===== src/rtl/tp_debug_mux_if.sv =====
// Signal bundle between a test-point mux client and tp_debug_mux.
// The master drives group data and controls; the slave returns test-point and trigger state.
interface tp_debug_mux_if #(
    parameter int unsigned NGRP  = 4,
    parameter int unsigned WIDTH = 16,
    parameter int unsigned SELW  = 2,
    parameter int unsigned TBW   = 4,
    parameter int unsigned CNTW  = 16
);
    logic [NGRP*WIDTH-1:0] grp_data;
    logic [SELW-1:0]       sel;
    logic                  sel_ld;
    logic [WIDTH-1:0]      stretch_en;
    logic [TBW-1:0]        trig_bit;
    logic                  arm;
    logic                  cnt_clr;
    logic [WIDTH-1:0]      tp_out;
    logic [SELW-1:0]       sel_act;
    logic                  sel_err;
    logic                  armed;
    logic                  trig_seen;
    logic [WIDTH-1:0]      snap;
    logic [CNTW-1:0]       trig_cnt;

    modport master (
        output grp_data, sel, sel_ld, stretch_en, trig_bit, arm, cnt_clr,
        input  tp_out, sel_act, sel_err, armed, trig_seen, snap, trig_cnt
    );

    modport slave (
        input  grp_data, sel, sel_ld, stretch_en, trig_bit, arm, cnt_clr,
        output tp_out, sel_act, sel_err, armed, trig_seen, snap, trig_cnt
    );
endinterface


===== src/rtl/tp_debug_mux.sv =====
// Debug test-point driver: group select, per-bit pulse stretching and an armed
// single-shot trigger with word snapshot and saturating trigger counter.
module tp_debug_mux #(
    parameter int unsigned NGRP    = 4,
    parameter int unsigned WIDTH   = 16,
    parameter int unsigned SELW    = 2,
    parameter int unsigned TBW     = 4,
    parameter int unsigned STRETCH = 8,
    parameter int unsigned CNTW    = 16
) (
    input logic           clk,
    input logic           rst_b,
    tp_debug_mux_if.slave bus
);
    localparam int unsigned   CW      = $clog2(STRETCH);
    localparam logic [CW-1:0] CntLoad = CW'(STRETCH - 1);
    localparam logic [SELW:0] NgrpLim = (SELW + 1)'(NGRP);

    logic [NGRP*WIDTH-1:0] in_q;
    logic [SELW-1:0]       sel_act_q, sel_act_d;
    logic                  switch_q, switch_d;
    logic                  sel_err_q, sel_err_d;
    logic [WIDTH-1:0]      prev_q;
    logic [WIDTH-1:0]      mux;
    logic [WIDTH-1:0]      rise;
    logic [WIDTH-1:0]      tp_out_q, tp_out_d;
    logic [CW-1:0]         cnt_q [WIDTH];
    logic [CW-1:0]         cnt_d [WIDTH];
    logic                  armed_q, armed_d;
    logic                  seen_q, seen_d;
    logic [WIDTH-1:0]      snap_q, snap_d;
    logic [CNTW-1:0]       tcnt_q, tcnt_d;
    logic                  trig_src;
    logic                  fire;

    always_comb begin
        mux = '0;
        for (int g = 0; g < int'(NGRP); g++) begin
            if (sel_act_q == SELW'(g)) mux = in_q[g*WIDTH +: WIDTH];
        end
    end

    // The first cycle on a new group must not see the old group's word as an edge.
    assign rise = switch_q ? '0 : (mux & ~prev_q);

    always_comb begin
        sel_act_d = sel_act_q;
        switch_d  = 1'b0;
        sel_err_d = bus.sel_ld & ({1'b0, bus.sel} >= NgrpLim);
        if (bus.sel_ld && ({1'b0, bus.sel} < NgrpLim) && (bus.sel != sel_act_q)) begin
            sel_act_d = bus.sel;
            switch_d  = 1'b1;
        end
    end

    always_comb begin
        tp_out_d = mux;
        for (int i = 0; i < int'(WIDTH); i++) begin
            cnt_d[i] = '0;
            if (!switch_q && bus.stretch_en[i]) begin
                if (rise[i]) begin
                    cnt_d[i] = CntLoad;
                end else if (cnt_q[i] != '0) begin
                    cnt_d[i] = cnt_q[i] - 1'b1;
                end
                tp_out_d[i] = mux[i] | (cnt_q[i] != '0);
            end
        end
        if (switch_q) tp_out_d = '0;
    end

    // Indices at or beyond WIDTH match no bit, so the trigger can never fire.
    always_comb begin
        trig_src = 1'b0;
        for (int i = 0; i < int'(WIDTH); i++) begin
            if (bus.trig_bit == TBW'(i)) trig_src = rise[i];
        end
    end

    assign fire = armed_q & ~bus.arm & trig_src;

    always_comb begin
        armed_d = armed_q;
        seen_d  = seen_q;
        snap_d  = snap_q;
        tcnt_d  = tcnt_q;
        if (bus.arm) begin
            armed_d = 1'b1;
            seen_d  = 1'b0;
        end else if (fire) begin
            armed_d = 1'b0;
            seen_d  = 1'b1;
            snap_d  = mux;
        end
        if (bus.cnt_clr) begin
            tcnt_d = '0;
        end else if (fire && (tcnt_q != '1)) begin
            tcnt_d = tcnt_q + 1'b1;
        end
    end

    always_ff @(posedge clk or negedge rst_b) begin
        if (!rst_b) begin
            in_q      <= '0;
            sel_act_q <= '0;
            switch_q  <= 1'b0;
            sel_err_q <= 1'b0;
            prev_q    <= '0;
            tp_out_q  <= '0;
            armed_q   <= 1'b0;
            seen_q    <= 1'b0;
            snap_q    <= '0;
            tcnt_q    <= '0;
            for (int i = 0; i < int'(WIDTH); i++) cnt_q[i] <= '0;
        end else begin
            in_q      <= bus.grp_data;
            sel_act_q <= sel_act_d;
            switch_q  <= switch_d;
            sel_err_q <= sel_err_d;
            prev_q    <= mux;
            tp_out_q  <= tp_out_d;
            armed_q   <= armed_d;
            seen_q    <= seen_d;
            snap_q    <= snap_d;
            tcnt_q    <= tcnt_d;
            for (int i = 0; i < int'(WIDTH); i++) cnt_q[i] <= cnt_d[i];
        end
    end

    assign bus.tp_out    = tp_out_q;
    assign bus.sel_act   = sel_act_q;
    assign bus.sel_err   = sel_err_q;
    assign bus.armed     = armed_q;
    assign bus.trig_seen = seen_q;
    assign bus.snap      = snap_q;
    assign bus.trig_cnt  = tcnt_q;
endmodule


===== src/flat_wrapper.sv =====
// flat-port wrapper written by rule: the top's interface ports become plain ports
module tp_debug_mux_flat 
#(
    parameter int unsigned NGRP    = 4,
    parameter int unsigned WIDTH   = 16,
    parameter int unsigned SELW    = 2,
    parameter int unsigned TBW     = 4,
    parameter int unsigned STRETCH = 8,
    parameter int unsigned CNTW    = 16
)
  (clk, rst_b, bus_grp_data, bus_sel, bus_sel_ld, bus_stretch_en, bus_trig_bit, bus_arm, bus_cnt_clr, bus_tp_out, bus_sel_act, bus_sel_err, bus_armed, bus_trig_seen, bus_snap, bus_trig_cnt);
  tp_debug_mux_if #(.NGRP(NGRP), .WIDTH(WIDTH), .SELW(SELW), .TBW(TBW), .CNTW(CNTW)) bus_i ();
  input logic clk;
  input logic rst_b;
  input wire logic [$bits(bus_i.grp_data)-1:0] bus_grp_data;
  input wire logic [$bits(bus_i.sel)-1:0] bus_sel;
  input wire logic [$bits(bus_i.sel_ld)-1:0] bus_sel_ld;
  input wire logic [$bits(bus_i.stretch_en)-1:0] bus_stretch_en;
  input wire logic [$bits(bus_i.trig_bit)-1:0] bus_trig_bit;
  input wire logic [$bits(bus_i.arm)-1:0] bus_arm;
  input wire logic [$bits(bus_i.cnt_clr)-1:0] bus_cnt_clr;
  output wire logic [$bits(bus_i.tp_out)-1:0] bus_tp_out;
  output wire logic [$bits(bus_i.sel_act)-1:0] bus_sel_act;
  output wire logic [$bits(bus_i.sel_err)-1:0] bus_sel_err;
  output wire logic [$bits(bus_i.armed)-1:0] bus_armed;
  output wire logic [$bits(bus_i.trig_seen)-1:0] bus_trig_seen;
  output wire logic [$bits(bus_i.snap)-1:0] bus_snap;
  output wire logic [$bits(bus_i.trig_cnt)-1:0] bus_trig_cnt;
  assign bus_i.grp_data = bus_grp_data;
  assign bus_i.sel = bus_sel;
  assign bus_i.sel_ld = bus_sel_ld;
  assign bus_i.stretch_en = bus_stretch_en;
  assign bus_i.trig_bit = bus_trig_bit;
  assign bus_i.arm = bus_arm;
  assign bus_i.cnt_clr = bus_cnt_clr;
  assign bus_tp_out = bus_i.tp_out;
  assign bus_sel_act = bus_i.sel_act;
  assign bus_sel_err = bus_i.sel_err;
  assign bus_armed = bus_i.armed;
  assign bus_trig_seen = bus_i.trig_seen;
  assign bus_snap = bus_i.snap;
  assign bus_trig_cnt = bus_i.trig_cnt;
  tp_debug_mux #(.NGRP(NGRP), .WIDTH(WIDTH), .SELW(SELW), .TBW(TBW), .STRETCH(STRETCH), .CNTW(CNTW)) u_core (.clk(clk), .rst_b(rst_b), .bus(bus_i));
endmodule

===== config.mk =====
export PLATFORM = sky130hd
export DESIGN_NAME = tp_debug_mux_flat
export DESIGN_NICKNAME = d
export VERILOG_FILES = /design/src/rtl/tp_debug_mux_if.sv /design/src/rtl/tp_debug_mux.sv /design/src/flat_wrapper.sv
export SDC_FILE = /design/constraint.sdc
export NUM_CORES = 1
export LEC_CHECK = 0
export ABC_AREA = 1
export CAP_MARGIN = 30
export CORE_AREA = 2 2 146 148
export DETAILED_ROUTE_END_ITERATION = 10
export DIE_AREA = 0 0 148 150
export GPL_TIMING_DRIVEN = 0
export PLACE_DENSITY_LB_ADDON = 0.3
export RECOVER_POWER = 25
export SYNTH_ARGS = -nofsm -noshare
export SYNTH_HDL_FRONTEND = slang
export SYNTH_SLANG_ARGS = --single-unit

===== constraint.sdc =====
create_clock -name clk -period 6.55 [get_ports clk]
set_input_delay 0.655 -clock clk [delete_from_list [all_inputs] [get_ports clk]]
set_output_delay 0.655 -clock clk [all_outputs]
set_load 0.02 [all_outputs]

==> impl_metrics.py <==
metrics = {
    "critical_path": {
        "timing_worst_setup_path_type": "reg -> reg",
        "critPathCaptureType": "register",
        "worstPathMaxFanout": 10,
        "slowest_stage": "dfrtp_1",
        "startpoint": "u_core.bus.sel_act[0]",
        "cp_cell_sequence": "buf_6, nor2_4, buf_6, nand2_1, nand2_1, nand2_1, nand4_1, nand3_1, o21bai_1, nand4_1, nor2_1, nand3_1, nand2_1, nand4_2, nand3_4, buf_2, nand3_1, nand2_1",
        "cp_common_cell": "nand2_1",
        "reg2reg_slack_ns": 3.71,
        "cp.arrival_ns": 3.21,
        "crit_required_ns": 6.92,
        "critPathMaxStageDelay_ns": 0.43,
        "rr_startpoint": "u_core.bus.sel_act[0]",
        "start_kind": "register",
    },
    "synth": {
        "synth_ff_type": "dfrtp_1",
        "syn-num-nets": 935,
        "async_flop_share_pct": 100.0,
        "synth_sequential_area_ratio_pct": 58.32,
        "synth_cell_types": 48,
        "synth_area_um2": 7766,
        "synth_area_leaders": "dfrtp_1 58%, nand2_1 9.1%, ha_1 5.0%, inv_1 4.8%, nor2_1 3.7%",
        "synth_top_area_share_pct": 58.32,
        "ys_ff_latch": 181,
        "synth_fa_ha_area_share_pct": 4.994,
        "synth_compound_area_share_pct": 7.991,
        "yosys.area_share.simple_pct": 20.17,
        "yosysMostFrequentCell": "nand2_1",
        "synth_xor_area_share_pct": 1.353,
        "synth_top_area_cell": "dfrtp_1",
        "synth_top_family_by_area": "simple AND/OR/NAND/NOR gates",
        "ys_top_cells_by_count": "189 x nand2_1, 181 x dfrtp_1, 99 x inv_1",
        "synthCells": 813,
        "syn_area_per_cell_um2": 9.553,
        "synthMuxAreaShare_pct": 0,
        "yosys_warnings": 0,
        "synth_edf_count": 0,
    },
    "finish": {
        "regArea_um2": 4529,
        "final_cell_area_um2": 10170,
        "antennaDiodeCount": 0,
        "multiInputGateArea_um2": 2684,
        "nFillCells": 1926,
        "area_growth_pct": 30.90,
        "fin_nets": 1096,
        "drive_above_1_share_pct": 9.432,
    },
    "grt": {
        "grt_pass1_wl_mm": 29.21,
        "grt_pass1_vias": 5792,
        "grt_overflow": 0,
        "grt_util_all_layers_pct": 17.10,
        "grt_max_degree": 98,
        "antenna_found_initial": 0,
    },
    "clock_network": {
        "clk_pin_slew_ns": 0.07,
        "cts_buffers": 17,
        "cts_buffer_depth": 2,
        "cts_tree": "built",
        "cts.sinks": 181,
        "clkLatencyLatePin_ns": 0.43,
        "cts_resized": 0,
        "post_cts.repair.setup_buffers": 0,
        "htree_levels": 4,
        "cts-root-buf": "clkbuf_16",
        "postCtsHoldBufs": 0,
    },
    "floorplan": {
        "num_rows": 53,
        "core-area_um2": 20690,
        "initial_core_util_pct": 37.54,
        "die-width_um": 148,
        "dieArea_um2": 22200,
        "chipHeight_um": 150,
        "pin_count": 144,
    },
    "sta": {
        "holdWs_ns": 0.1891,
        "tns_ns": 0,
        "fmax_mhz": 351.9,
        "fin_crit_ns": 2.841,
        "finalCritPeriodShare_pct": 43.38,
        "hold_violations": 0,
        "drv_slew": 0,
        "skew_ns": 0.01611,
        "rsz0062_at_grt": "no",
        "worstMarginPinSlew_ns": 0.6468,
        "finalSetupViolations": 0,
        "slew_headroom_pct": 56.88,
    },
    "route": {
        "drt-wirelength-per-cell_um": 14.05,
        "viasPerCell": 4.557,
        "dr.pass1.iters": 5,
        "ant_nets": 0,
        "finalWirelength_mm": 17.71,
        "drc_errors": 0,
        "drt_iter0_markers": 342,
        "vias": 5746,
    },
    "pwr": {
        "p_sw_share_pct": 29.76,
        "power.density_nw_per_um2": 301.3,
        "p_leak_nw": 4.857,
        "power.share.sequential_pct": 43.5,
        "pwr-share-clk_pct": 35.0,
        "p_sw_uw": 911.5,
        "vdd_ir_drop_max_uv": 188.1,
        "p_int_mw": 2.151,
        "combPwrFrac_pct": 21.5,
    },
    "place": {
        "dp.final_hpwl_mm": 13.18,
        "post_dp_cell_area_um2": 9554,
        "port_buffers": 141,
        "place_congestion": 0.8705,
    },
    "outcome": {
        "status": "complete, no violations",
    },
    "min_path": {
        "hold_path_class": "in -> async",
    },
    "run": {
        "cap_violations": 0,
    },
}
[power by group through the flow]
stage | combinational, mW | clock [mW] | sequential, mW
final | 0.658 | 1.07 | 1.33
after global routing | 0.730 | 1.14 | 1.35
after CTS | 0.676 | 1.10 | 1.33
after detailed placement | 0.673 | 0 | 1.36
after global placement | 0.665 | 0 | 1.35
after floorplan | 0.259 | 0 | 1.43
[cell families (layout without fill, tap and decap cells)]
logic type               Yosys count  in the layout
flip-flops                       181            181
XOR/XNOR                          12             12
buffers and inverters            128            301
adder cells (fa/ha/maj)           31             31
AO/OA/AOI/OAI                    104            104
AND/OR/NAND/NOR                  356            356
other                              1              1
[worst max-delay path: cells and delay by family, from the launching register on]
kind | cells | cell delay (ns)
simple gates | 14 | 1.55
buf+inv | 3 | 0.58
flops | 1 | 0.43
compound gates | 1 | 0.21
[layer usage]
| layer | global-route usage [%] | vias up | wire (um) |
|---|---|---|---|
| li1 | - | 2885 | - |
| met5 | 0 | - | 0 |
| met3 | 3.384 | 19 | 627 |
| met4 | 6.571 | 0 | 280 |
| met1 | 22.53 | 2729 | 8235 |
| met2 | 27.99 | 113 | 8571 |
[area by class of cell]
type                            instances  area share, %
Multi-Input combinational cell        504          26.40
Tap cell                              275          3.385
Clock buffer                           18          4.222
Clock inverter                         13          1.797
Inverter                              109          4.074
Timing Repair Buffer                  142          14.20
Sequential cell                       181          44.55
Buffer                                 19          1.366
[layout by cell type, fill, tap and decap left out, types with 4 or more instances in the layout]
cell type,netlist,final
nand2_1,189,189
dfrtp_1,181,181
inv_1,99,99
clkdlybuf4s50_1,0,79
nor2_1,77,77
dlygate4sd3_1,0,61
a21oi_1,42,42
nand3_1,36,36
ha_1,31,31
o21ai_0,21,21
clkbuf_16,0,17
or2_2,15,15
o22ai_1,11,11
xor2_1,10,10
inv_2,8,8
a31oi_1,8,8
nand4_1,8,8
nor3_1,7,7
buf_6,6,6
a22o_1,6,6
o21ai_2,6,6
clkbuf_1,5,6
inv_6,0,5
nand3_2,4,4
[per-stage QoR]
step / std cells / worst slack, ns / power, mW / utilization, %
6_report: 1261 / 3.709 / 3.063 / 49.14
5_1_grt: 1261 / 3.390 / 3.222 / 49.14
4_1_cts: 1261 / 3.709 / 3.106 / 49.14
3_5_place_dp: 1230 / 3.573 / 2.028 / 46.18
3_3_place_gp: 1229 / -2.731 / 2.019 / 46.02
2_1_floorplan: 813 / 4.184 / 1.685 / -
[worst paths after layout]
path / end / depth (start not counted)
worst max-delay path: u_core.bus.trig_cnt[4] / 18
worst min-delay path: u_core.in_q[6] / 1
worst max register to register: u_core.bus.trig_cnt[4] / 18
max in group asynchronous: u_core.cnt_q[40] / 2
worst min register to register: u_core.cnt_q[0] / 1
min in group clk: u_core.cnt_q[0] / 1
[flip-flops by register name, indices dropped and copies added, names as in the netlist]
| register | cells |
|---|---|
| u_core.bus.armed | 1 |
| u_core.bus.sel_act | 2 |
| u_core.bus.snap | 16 |
| u_core.bus.tp_out | 16 |
| u_core.bus.trig_cnt | 16 |
| u_core.bus.trig_seen | 1 |
| u_core.cnt_q | 48 |
| u_core.in_q | 64 |
| u_core.prev_q | 16 |
| u_core.switch_q | 1 |
(Power assumes the default switching activity.)
